--- config.mk ---
export PLATFORM = sky130hd
export DESIGN_NAME = moldudp64_header
export DESIGN_NICKNAME = d
export VERILOG_FILES = /design/src/rtl/moldudp64_header.sv
export SDC_FILE = /design/constraint.sdc
export NUM_CORES = 1
export LEC_CHECK = 0
export CAP_MARGIN = 20
export CORE_ASPECT_RATIO = 1.2
export CORE_UTILIZATION = 62
export CTS_BUF_LIST = sky130_fd_sc_hd__clkbuf_4 sky130_fd_sc_hd__clkbuf_8
export CTS_CLUSTER_SIZE = 8
export DETAILED_ROUTE_END_ITERATION = 12
export GPL_TIMING_DRIVEN = 0
export PLACE_DENSITY = 0.94
export SLEW_MARGIN = 10
export SYNTH_ARGS = -nofsm -noshare
export SYNTH_HDL_FRONTEND = slang
export SYNTH_SLANG_ARGS = --single-unit
--- constraint.sdc ---
create_clock -name clk -period 9.55 [get_ports clk]
set_input_delay 1.4325 -clock clk [delete_from_list [all_inputs] [get_ports clk]]
set_output_delay 1.4325 -clock clk [all_outputs]
set_load 0.05 [all_outputs]
--- src/rtl/moldudp64_header.sv ---
// -----------------------------------------------------------------------------
// moldudp64_header
//
// Purpose:
//   Ingress stage of the MoldUDP64 receive path. Parses the 20-byte header
//   (session 10 B, sequence 8 B, message count 2 B) that arrives over three
//   64-bit beats. It tracks the expected sequence number of the current
//   session and classifies each packet as in-order, gap, duplicate, partial
//   overlap, session change or end-of-session. The message-block payload is
//   forwarded to the downstream message splitter with its byte lanes masked
//   but not shifted.
//
// Ports:
//   clk, nreset            clock, asynchronous active-low reset
//   udp_valid_i/start/last  input beat qualifiers (no backpressure)
//   udp_data_i/keep_i       input beat, lane 0 = first wire byte
//   hdr_valid_o             one-cycle pulse, header fields below are fresh
//   sid_o/seq_o/cnt_o       decoded header fields (big-endian), held
//   skip_o                  leading messages to discard on partial overlap
//   gap_o/dup_o/sess_chg_o/eos_o/err_o   one-cycle status pulses
//   mold_valid/start/last/data/keep_o    forwarded payload beats
// -----------------------------------------------------------------------------
module moldudp64_header #(
    parameter int DATA_W = 64,
    parameter int KEEP_W = DATA_W / 8,
    parameter int SEQ_W  = 64,
    parameter int CNT_W  = 16
) (
    input  logic              clk,
    input  logic              nreset,
    input  logic              udp_valid_i,
    input  logic              udp_start_i,
    input  logic              udp_last_i,
    input  logic [DATA_W-1:0] udp_data_i,
    input  logic [KEEP_W-1:0] udp_keep_i,
    output logic              hdr_valid_o,
    output logic [79:0]       sid_o,
    output logic [SEQ_W-1:0]  seq_o,
    output logic [CNT_W-1:0]  cnt_o,
    output logic [CNT_W-1:0]  skip_o,
    output logic              gap_o,
    output logic              dup_o,
    output logic              sess_chg_o,
    output logic              eos_o,
    output logic              err_o,
    output logic              mold_valid_o,
    output logic              mold_start_o,
    output logic              mold_last_o,
    output logic [DATA_W-1:0] mold_data_o,
    output logic [KEEP_W-1:0] mold_keep_o
);

    typedef enum logic [2:0] {
        ST_IDLE = 3'd0,
        ST_HDR1 = 3'd1,
        ST_HDR2 = 3'd2,
        ST_FWD  = 3'd3,
        ST_DROP = 3'd4
    } state_t;

    // Reverse the byte order of a beat: wire byte 0 (lane 0) lands in the MSB.
    function automatic logic [63:0] bswap64(input logic [63:0] d);
        logic [63:0] r;
        r = 64'd0;
        for (int i = 0; i < 8; i++) begin
            r[8*i +: 8] = d[8*(7-i) +: 8];
        end
        return r;
    endfunction

    // Parser and tracking state
    state_t        state_q,   state_d;
    logic [63:0]   beat0_q,   beat0_d;
    logic [63:0]   beat1_q,   beat1_d;
    logic [79:0]   sid_reg_q, sid_reg_d;
    logic [63:0]   exp_seq_q, exp_seq_d;
    logic          synced_q,  synced_d;

    // Registered outputs
    logic          hdr_valid_q,  hdr_valid_d;
    logic [79:0]   sid_q,        sid_d;
    logic [63:0]   seq_q,        seq_d;
    logic [15:0]   cnt_q,        cnt_d;
    logic [15:0]   skip_q,       skip_d;
    logic          gap_q,        gap_d;
    logic          dup_q,        dup_d;
    logic          sess_chg_q,   sess_chg_d;
    logic          eos_q,        eos_d;
    logic          err_q,        err_d;
    logic          mold_valid_q, mold_valid_d;
    logic          mold_start_q, mold_start_d;
    logic          mold_last_q,  mold_last_d;
    logic [63:0]   mold_data_q,  mold_data_d;
    logic [7:0]    mold_keep_q,  mold_keep_d;

    // Header decode and classification (valid only while the HDR2 beat is present)
    logic [79:0]   dec_sid_s;
    logic [63:0]   dec_seq_s;
    logic [15:0]   dec_cnt_s;
    logic [63:0]   dec_inc_s;
    logic [63:0]   dec_end_s;
    logic          sid_match_s;
    logic          cls_new_s;
    logic          cls_gap_s;
    logic          cls_dup_s;
    logic [15:0]   cls_skip_s;
    logic [63:0]   cls_exp_s;
    logic          fwd_s;

    // Assemble the header fields from the two stored beats plus the live HDR2 beat.
    always_comb begin
        dec_sid_s   = {bswap64(beat0_q), beat1_q[7:0], beat1_q[15:8]};
        // seq bytes 0-5 sit in lanes 2-7 of beat 1, bytes 6-7 in lanes 0-1 of beat 2
        dec_seq_s   = bswap64({udp_data_i[15:0], beat1_q[63:16]});
        dec_cnt_s   = {udp_data_i[23:16], udp_data_i[31:24]};
        // the end-of-session marker does not advance the sequence
        dec_inc_s   = (dec_cnt_s == 16'hFFFF) ? 64'd0 : {48'd0, dec_cnt_s};
        dec_end_s   = dec_seq_s + dec_inc_s;
        sid_match_s = synced_q && (dec_sid_s == sid_reg_q);
    end

    // Classify the packet against the tracked expected sequence number.
    always_comb begin
        cls_new_s  = 1'b0;
        cls_gap_s  = 1'b0;
        cls_dup_s  = 1'b0;
        cls_skip_s = 16'd0;
        cls_exp_s  = exp_seq_q;
        if (!sid_match_s) begin
            cls_new_s = 1'b1;
            cls_exp_s = dec_end_s;
        end else if (dec_seq_s == exp_seq_q) begin
            cls_exp_s = dec_end_s;
        end else if (dec_seq_s > exp_seq_q) begin
            cls_gap_s = 1'b1;
            cls_exp_s = dec_end_s;
        end else if (dec_end_s <= exp_seq_q) begin
            cls_dup_s = 1'b1;
        end else begin
            // overlap: exp - seq < cnt, so the low 16 bits carry the full value
            cls_skip_s = exp_seq_q[15:0] - dec_seq_s[15:0];
            cls_exp_s  = dec_end_s;
        end
        fwd_s = !cls_dup_s && (dec_cnt_s != 16'd0);
    end

    // Next-state, tracking update and registered-output computation.
    always_comb begin
        state_d      = state_q;
        beat0_d      = beat0_q;
        beat1_d      = beat1_q;
        sid_reg_d    = sid_reg_q;
        exp_seq_d    = exp_seq_q;
        synced_d     = synced_q;
        hdr_valid_d  = 1'b0;
        sid_d        = sid_q;
        seq_d        = seq_q;
        cnt_d        = cnt_q;
        skip_d       = skip_q;
        gap_d        = 1'b0;
        dup_d        = 1'b0;
        sess_chg_d   = 1'b0;
        eos_d        = 1'b0;
        err_d        = 1'b0;
        mold_valid_d = 1'b0;
        mold_start_d = 1'b0;
        mold_last_d  = 1'b0;
        mold_data_d  = 64'd0;
        mold_keep_d  = 8'd0;

        if (udp_valid_i) begin
            if (udp_start_i) begin
                // a start outside IDLE aborts the packet in flight; no mold_last_o is sent
                if (state_q != ST_IDLE) begin
                    err_d = 1'b1;
                end else begin
                    err_d = 1'b0;
                end
                if (udp_last_i) begin
                    // single-beat packet cannot hold a header
                    err_d   = 1'b1;
                    state_d = ST_IDLE;
                end else begin
                    beat0_d = udp_data_i;
                    state_d = ST_HDR1;
                end
            end else begin
                case (state_q)
                    ST_IDLE: begin
                        state_d = ST_IDLE;
                    end
                    ST_HDR1: begin
                        if (udp_last_i) begin
                            err_d   = 1'b1;
                            state_d = ST_IDLE;
                        end else begin
                            beat1_d = udp_data_i;
                            state_d = ST_HDR2;
                        end
                    end
                    ST_HDR2: begin
                        if (udp_keep_i[3:0] != 4'hF) begin
                            err_d   = 1'b1;
                            state_d = ST_IDLE;
                        end else begin
                            hdr_valid_d = 1'b1;
                            sid_d       = dec_sid_s;
                            seq_d       = dec_seq_s;
                            cnt_d       = dec_cnt_s;
                            skip_d      = cls_skip_s;
                            gap_d       = cls_gap_s;
                            dup_d       = cls_dup_s;
                            sess_chg_d  = cls_new_s && synced_q;
                            exp_seq_d   = cls_exp_s;
                            if (cls_new_s) begin
                                synced_d  = 1'b1;
                                sid_reg_d = dec_sid_s;
                            end else begin
                                synced_d  = synced_q;
                            end
                            // end-of-session drops sync after the sequence update
                            if (dec_cnt_s == 16'hFFFF) begin
                                eos_d    = 1'b1;
                                synced_d = 1'b0;
                            end else begin
                                eos_d    = 1'b0;
                            end
                            // lanes 4-7 of this beat open the message block
                            if (fwd_s && (udp_keep_i[7:4] != 4'h0)) begin
                                mold_valid_d = 1'b1;
                                mold_start_d = 1'b1;
                                mold_last_d  = udp_last_i;
                                mold_data_d  = udp_data_i;
                                mold_keep_d  = udp_keep_i & 8'hF0;
                            end else begin
                                mold_valid_d = 1'b0;
                            end
                            if (udp_last_i) begin
                                state_d = ST_IDLE;
                            end else if (fwd_s) begin
                                state_d = ST_FWD;
                            end else begin
                                state_d = ST_DROP;
                            end
                        end
                    end
                    ST_FWD: begin
                        mold_valid_d = 1'b1;
                        mold_last_d  = udp_last_i;
                        mold_data_d  = udp_data_i;
                        mold_keep_d  = udp_keep_i;
                        if (udp_last_i) begin
                            state_d = ST_IDLE;
                        end else begin
                            state_d = ST_FWD;
                        end
                    end
                    ST_DROP: begin
                        if (udp_last_i) begin
                            state_d = ST_IDLE;
                        end else begin
                            state_d = ST_DROP;
                        end
                    end
                    default: begin
                        state_d = ST_IDLE;
                    end
                endcase
            end
        end else begin
            // no beat: every state holds
            state_d = state_q;
        end
    end

    // State, tracking and output registers.
    always_ff @(posedge clk or negedge nreset) begin
        if (!nreset) begin
            state_q      <= ST_IDLE;
            beat0_q      <= 64'd0;
            beat1_q      <= 64'd0;
            sid_reg_q    <= 80'd0;
            exp_seq_q    <= 64'd0;
            synced_q     <= 1'b0;
            hdr_valid_q  <= 1'b0;
            sid_q        <= 80'd0;
            seq_q        <= 64'd0;
            cnt_q        <= 16'd0;
            skip_q       <= 16'd0;
            gap_q        <= 1'b0;
            dup_q        <= 1'b0;
            sess_chg_q   <= 1'b0;
            eos_q        <= 1'b0;
            err_q        <= 1'b0;
            mold_valid_q <= 1'b0;
            mold_start_q <= 1'b0;
            mold_last_q  <= 1'b0;
            mold_data_q  <= 64'd0;
            mold_keep_q  <= 8'd0;
        end else begin
            state_q      <= state_d;
            beat0_q      <= beat0_d;
            beat1_q      <= beat1_d;
            sid_reg_q    <= sid_reg_d;
            exp_seq_q    <= exp_seq_d;
            synced_q     <= synced_d;
            hdr_valid_q  <= hdr_valid_d;
            sid_q        <= sid_d;
            seq_q        <= seq_d;
            cnt_q        <= cnt_d;
            skip_q       <= skip_d;
            gap_q        <= gap_d;
            dup_q        <= dup_d;
            sess_chg_q   <= sess_chg_d;
            eos_q        <= eos_d;
            err_q        <= err_d;
            mold_valid_q <= mold_valid_d;
            mold_start_q <= mold_start_d;
            mold_last_q  <= mold_last_d;
            mold_data_q  <= mold_data_d;
            mold_keep_q  <= mold_keep_d;
        end
    end

    assign hdr_valid_o  = hdr_valid_q;
    assign sid_o        = sid_q;
    assign seq_o        = seq_q;
    assign cnt_o        = cnt_q;
    assign skip_o       = skip_q;
    assign gap_o        = gap_q;
    assign dup_o        = dup_q;
    assign sess_chg_o   = sess_chg_q;
    assign eos_o        = eos_q;
    assign err_o        = err_q;
    assign mold_valid_o = mold_valid_q;
    assign mold_start_o = mold_start_q;
    assign mold_last_o  = mold_last_q;
    assign mold_data_o  = mold_data_q;
    assign mold_keep_o  = mold_keep_q;

endmodule

==> results.ini, run 1 <==
[status]
outcome = completed

[synth]
ys_top_cells_by_count = dfrtp_1 (533), nand2_1 (525), mux2_2 (238), ha_1 (159), inv_1 (108)
ys_seq_elements = 533
synth-edff-count = 0
seq_area_frac_synth_pct = 51.59
yosysWarningCount = 0
synth_area_leaders = dfrtp_1 (52%), mux2_2 (10%), ha_1 (7.7%), nand2_1 (7.6%), xor2_1 (3.4%)
synth_nets = 2645
yosysMostFrequentCell = dfrtp_1
synth-main-ff-cell = dfrtp_1
synth_top_cell_area_share_pct = 51.59
synth_top_area_cell = dfrtp_1
async_flop_share_pct = 100.0
synth_area_um2 = 25850
syn_inst = 2407
syn_area_per_cell_um2 = 10.74
ys_types = 64

[timing]
grt_setup_unrepaired = no
period_minus_slack_ps = 9243
fmax_mhz = 108.2
max-slew-margin-rel_pct = 24.94
finalSetupViolCount = 0
hold_violations = 0
worst_pin_slew_ps = 1097
fin_skew_ps = 34.47
fin_crit_sh_pct = 96.78
drv_slew = 0

[die]
row_count = 81
start_util_pct = 63.15
ios = 334
core_area_um2 = 40940
die_w_um = 188.4
die_area_um2 = 42530
die_h_um = 225.7

[pwr]
power.density_nw_per_um2 = 180.2
p_leak_nw = 15.37
power_mw = 5.698
vdd_ir_drop_max_v = 0.0001348

[finish]
fill_cells = 2398
area_growth_pct = 22.32
layout.nets = 3069
design_area_um2 = 31630
drive_gt1_share_pct = 14.00
fin_cells = 3417

[global_routing]
busiest_layer = met2
grt_pass1_vias = 22350
grt_usage_pct = 39.24
grt_max_degree = 119
grt_overflow = 0
met1_usage_pct = 45.30
grt_pass1_wl_um = 125900
use_met3_pct = 10.32
gr-usage-met2_pct = 63.37
antenna_found_initial = 7

[routing]
drtIter0Drc = 2095
firstDrtPassIters = 8
vias_per_cell = 6.312
vias = 21570
final_antenna_net_count = 0
wirelength_um = 83040
wire_per_inst_um = 24.30
route.detailed.drc = 0

[clocking]
cts.sinks = 533
htreeDepth = 3
cts_buffers = 82
cts_tree = done
root_buffer = clkbuf_8
cts.clk_slew.worst_paths_ps = 60
clock_path_buffers = 3
insertion_delay_ps = 690

[placed_design]
gp_congestion = 0.9799
io_buffers = 332
dpl-instance-area_um2 = 30020
dp.cells = 3285
hpwl_um = 59070

[worst_setup_path]
r2r-end = skip_o[5]$_DFFE_PN0P_
crit_chain = clkdlybuf4s50_1 -> nand4_1 -> nor4_2 -> clkdlybuf4s15_2 -> clkbuf_1 -> nor2b_1 -> ha_1 -> a2111oi_0 -> o211ai_1 -> nand3_1 -> nor2_1 -> xor2_1 -> ha_1 -> a211oi_1 -> o211ai_1 -> o221a_2 -> o31ai_1 -> o311ai_0 -> o22a_1 -> o21ai_4 -> clkbuf_1 -> a21boi_0
cp-end-kind = flip-flop
worstRegToRegCells = 17
critPathSlowestCell = a2111oi_0
reg2reg_from = beat1_q[62]$_DFFE_PN0P_
path_max_fanout = 10
worst-path-buf-inv = 4
regToRegSetupSlack_ps = 3270
critical-path-max-stage-delay_ps = 880
cp_top_family = compound AO/OA/AOI/OAI gates
worstPathRequired_ps = 10040
crit_type = in -> reg
critPathLaunchType = input pin
arrival_ps = 9730

[hold_path]
whs_endpoint = sid_o[24]$_DFFE_PN0P_
worstHoldStart = sid_o[24]$_DFFE_PN0P_
hold_class = reg -> reg
hold_depth = 2

[job]
drv_cap = 0

==> layout by cell type, fill, tap and decap left out, types with 52 or more instances in the layout <==
cell | synthesis | layout
a21boi_0 | 58 | 58
a21oi_1 | 82 | 82
clkbuf_1 | 76 | 73
clkbuf_8 | 0 | 93
clkdlybuf4s50_1 | 0 | 330
dfrtp_1 | 533 | 533
ha_1 | 159 | 159
inv_1 | 108 | 108
mux2_2 | 238 | 238
nand2_1 | 525 | 525
nand4_1 | 52 | 52
nor2_1 | 57 | 57
o21ai_0 | 79 | 79
xor2_1 | 101 | 101
==> metal layers <==
layer	vias up	routed length [um]	part of all wire, %
met5	-	46	0.055
met4	6	6684	8.0
met3	444	7766	9.4
met2	1328	39130	47
met1	10670	29410	35
li1	9119	-	-
==> how the worst max path moves through the flow <==
stage | startpoint | to | slack (ps) | cells after the start
after global routing | udp_data_i[16] | mold_data_o[63]$_DFF_PN0_ | 130 | 25
after detailed placement | udp_data_i[21] | mold_data_o[24]$_DFF_PN0_ | -690 | 23
after CTS | udp_data_i[22] | mold_data_o[24]$_DFF_PN0_ | 20 | 25
final | udp_data_i[16] | mold_data_o[31]$_DFF_PN0_ | 310 | 22
after global placement | nreset | mold_data_o[59]$_DFF_PN0_ | -15200 | 1
after floorplan | udp_data_i[22] | exp_seq_q[55]$_DFFE_PN0P_ | 2680 | 22
==> where the power goes <==
group / total (mW) / internal [mW] / switching, mW / leakage [nW]
Clock: 1.90 / 0.994 / 0.901 / 0.810
Combinational: 1.11 / 0.466 / 0.642 / 7.37
Sequential: 2.70 / 2.41 / 0.281 / 7.20
==> repair_timing <==
item                                    in CTS  in global routing
hold buffers                                 0                  0
endpoints found under the setup margin       4                 86
gates resized for setup                      1                 10
buffers inserted                             0                  0
==> per-stage QoR <==
stage	hold WS, ps	setup TNS (ps)	util [%]	worst slack (ps)
after floorplan	479.3	0	-	2676
after global placement	451.5	-8101740	72.91	-15200
after detailed placement	454.9	-39110	73.32	-690.3
after CTS	470.0	0	77.08	22.82
after global routing	481.5	0	77.22	133.1
final	463.2	0	77.24	307.4
==> final cells by class <==
cell class	count	area, um2	share of cell area, %
Clock buffer	116	1453	4.593
Inverter	108	405.4	1.282
Tap cell	539	674.4	2.132
Buffer	93	406.6	1.286
Sequential cell	533	13340	42.17
Clock inverter	8	81.33	0.2572
Timing Repair Buffer	340	3502	11.07
Multi-Input combinational cell	1673	11750	37.15
Antenna cell	7	17.52	0.05539
==> tightest hold or removal path: stages (launching register included) <==
cell	delay [ps]
dfrtp_1	340
nand2_1	50
nand2_1	50
==> state kept, by name, summed over array words and instances, names as in the netlist <==
signal        flops
seq_o            64
beat0_q          64
beat1_q          64
sess_chg_o        1
cnt_o            16
dup_o             1
eos_o             1
sid_reg_q        80
mold_keep_o       8
sid_o            80
skip_o           16
hdr_valid_o       1
gap_o             1
mold_data_o      64
err_o             1
mold_start_o      1
mold_last_o       1
mold_valid_o      1
state_q           3
synced_q          1
exp_seq_q        64
==> kinds of logic (layout without fill, tap and decap cells) <==
family                   after synthesis  in the layout  share of synthesized area (%)
flip-flops                           533            533                          51.59
AND/OR/NAND/NOR                      783            783                          13.32
buffers and inverters                201            665                          3.126
multiplexers                         242            242                          10.53
AO/OA/AOI/OAI                        337            337                          8.503
other                                  0              7                              0
adder cells (fa/ha/maj)              161            161                          7.849
XOR/XNOR                             150            150                          5.081
(Power assumes the default switching activity.)
==> run 2: changes to the inputs <==
- CORE_UTILIZATION: 62 -> 63
- DONT_BUFFER_PORTS: not set -> 1
- PLACE_DENSITY: 0.94 -> 0.85
==> results.ini, run 2 (synthesis results as in run 1) <==
[hold_path]
worstHoldStart = exp_seq_q[39]$_DFFE_PN0P_
hold_depth = 1  ; -1
whs_endpoint = exp_seq_q[39]$_DFFE_PN0P_
hold_class = reg -> reg

[die]
core_area_um2 = 40140  ; -2.0%
die_area_um2 = 41860  ; -1.6%
start_util_pct = 64.41  ; +1.3 points
die_w_um = 186.9  ; -0.79%
row_count = 80  ; -1.2%
ios = 334  ; unchanged
die_h_um = 223.9  ; -0.79%

[routing]
vias = 19250  ; -11%
wirelength_um = 73730  ; -11%
vias_per_cell = 6.262  ; -0.79%
firstDrtPassIters = 5  ; -3
wire_per_inst_um = 23.98  ; -1.3%
route.detailed.drc = 0  ; unchanged
drtIter0Drc = 1525  ; -27%
final_antenna_net_count = 0  ; unchanged

[status]
outcome = finished, violations left
violations = slew limit

[worst_setup_path]
critical-path-max-stage-delay_ps = 890  ; about the same
critPathLaunchType = input pin
worstPathRequired_ps = 9980  ; -60 ps
reg2reg_from = beat1_q[56]$_DFFE_PN0P_
r2r-end = mold_data_o[25]$_DFF_PN0_
crit_chain = nand4_1 -> nor4_1 -> clkbuf_1 -> nor2b_1 -> ha_1 -> o21ai_0 -> a21boi_0 -> a21boi_0 -> o31a_1 -> a21o_1 -> clkbuf_1 -> nand3_1 -> xnor2_1 -> ha_1 -> nand4_1 -> o211ai_1 -> o221a_2 -> o31ai_1 -> o311ai_0 -> o22a_1 -> o21ai_2 -> clkbuf_1 -> a21boi_0
path_max_fanout = 10  ; unchanged
worstRegToRegCells = 16  ; -1
regToRegSetupSlack_ps = 3120  ; -150 ps
cp-end-kind = flip-flop
arrival_ps = 9170  ; -560 ps
crit_type = in -> reg
critPathSlowestCell = nor4_1

[job]
drv_cap = 0  ; unchanged

[timing]
finalSetupViolCount = 0  ; unchanged
setup_slack_ps = 814.7  ; +507.3 ps
period_minus_slack_ps = 8735  ; -507.3 ps
grt_setup_unrepaired = no
drv_slew = 110  ; +110
worst_pin_slew_ps = 1531  ; +433.5 ps
fmax_mhz = 114.5  ; +5.8%
fin_skew_ps = 23.42  ; -11.05 ps
fin_crit_sh_pct = 91.47  ; -5.3 points
setup-tns-final_ps = 0  ; unchanged
max-slew-margin-rel_pct = -2.067  ; -27 points
hold_violations = 0  ; unchanged

[placed_design]
pre_cts_slack_ps = 330.0  ; +1020 ps
hpwl_um = 54070  ; -8.5%
io_buffers = 0  ; -100%
gp_congestion = 0.9489  ; -3.2%

[global_routing]
busiest_layer = met2
antenna_found_initial = 6  ; -1
grt_overflow = 0  ; unchanged
gr-usage-met2_pct = 56.60  ; -6.8 points
grt_pass1_wl_um = 111900  ; -11%
grt_usage_pct = 35.26  ; -4.0 points
grt_max_degree = 534  ; +350%
met1_usage_pct = 42.72  ; -2.6 points
grt_pass1_vias = 19460  ; -13%
use_met3_pct = 8.382  ; -1.9 points

[finish]
layout.nets = 2735  ; -11%
mostFrequentLayoutCells = dfrtp_1 (533), nand2_1 (525), mux2_2 (238)
drive_gt1_share_pct = 15.45  ; +1.4 points
area_growth_pct = 8.924
final_common_cell = dfrtp_1

[clocking]
root_buffer = clkbuf_8
ctsHoldBuffers = 0  ; unchanged
htreeDepth = 3  ; unchanged
cts_resized = 0  ; -1
cts.sinks = 533  ; unchanged
insertion_delay_ps = 660  ; -30 ps
clock_path_buffers = 3  ; unchanged
cts_buffers = 84  ; +2.4%
cts.clk_slew.worst_paths_ps = 60  ; about the same
post_cts_buffers = 0  ; unchanged
cts_tree = done

[pwr]
p_leak_nw = 14.15  ; -8.0%
power.density_nw_per_um2 = 196.9  ; +9.3%
vdd_ir_drop_max_v = 0.0001140  ; -15%

-- run 2: cell types whose count changed in the layout (fill, tap and decap cells not counted), moves of 2 or more --
| cell | change |
|---|---|
| clkbuf_4 | -4 |
| clkbuf_8 | +4 |
| buf_8 | -2 |
| clkbuf_2 | -3 |
| nor4_1 | +3 |
| clkbuf_1 | +4 |
| diode_2 | -3 |
| clkdlybuf4s50_1 | -330 |
| nor4_2 | -2 |
| buf_16 | -5 |
-- run 2: worst max path at each step --
| stage | from | end | depth (start not counted) |
|---|---|---|---|
| 6_report | udp_data_i[22] | mold_data_o[25]$_DFF_PN0_ | 23 |
| 5_1_grt | udp_data_i[22] | mold_data_o[25]$_DFF_PN0_ | 23 |
| 4_1_cts | udp_data_i[22] | mold_data_o[23]$_DFF_PN0_ | 22 |
| 3_5_place_dp | udp_data_i[22] | mold_data_o[23]$_DFF_PN0_ | 22 |
| 3_3_place_gp | udp_data_i[22] | mold_data_o[23]$_DFF_PN0_ | 20 |
| 2_1_floorplan | udp_data_i[22] | exp_seq_q[55]$_DFFE_PN0P_ | 22 |
-- run 2: layout make-up --
class / instances / area, um2
Clock buffer: 116 / 1478
Tap cell: 533 / 666.9
Fill cell: 2800 / 11980
Sequential cell: 533 / 13340
Buffer: 93 / 402.9
Timing Repair Buffer: 4 / 27.53
Antenna cell: 4 / 10.01
Inverter: 108 / 405.4
Multi-Input combinational cell: 1673 / 11710
Clock inverter: 10 / 120.1
-- run 2: through the flow --
stage / hold WS, ps / power (mW) / area [um2] / cells / util, %
3_3_place_gp: 485.7 / 3.564 / 26520 / 2940 / 66.08
6_report: 504.6 / 5.545 / 28160 / 3074 / 70.16
5_1_grt: 496.6 / 5.760 / 28160 / 3073 / 70.16
4_1_cts: 468.9 / 5.532 / 28140 / 3068 / 70.10
2_1_floorplan: 479.3 / 3.305 / 25850 / 2407 / -
3_5_place_dp: 493.1 / 3.617 / 26540 / 2942 / 66.12
-- run 2: layer usage --
metal	share of wire, %	wire (um)	vias up
li1	-	-	8424
met1	38	27850	9587
met2	47	34950	972
met3	8.4	6196	264
met4	6.4	4712	2
met5	0.019	14	-
-- run 2: critical path: cells and delay by family --
| family | cells | cell delay [ps] |
|---|---|---|
| and+or+nand+nor | 5 | 1360 |
| adders and majority gates | 2 | 650 |
| xor gates and xnor gates | 1 | 290 |
| buffers and inverters | 3 | 1590 |
| AOI/OAI and AO/OA | 12 | 3830 |
-- run 2: report_power, final --
group / total, mW / internal, mW / switching (mW)
clock network: 1.93 / 1.04 / 0.885
registers: 2.74 / 2.41 / 0.326
logic: 0.878 / 0.407 / 0.471
total: 5.54 / 3.86 / 1.68
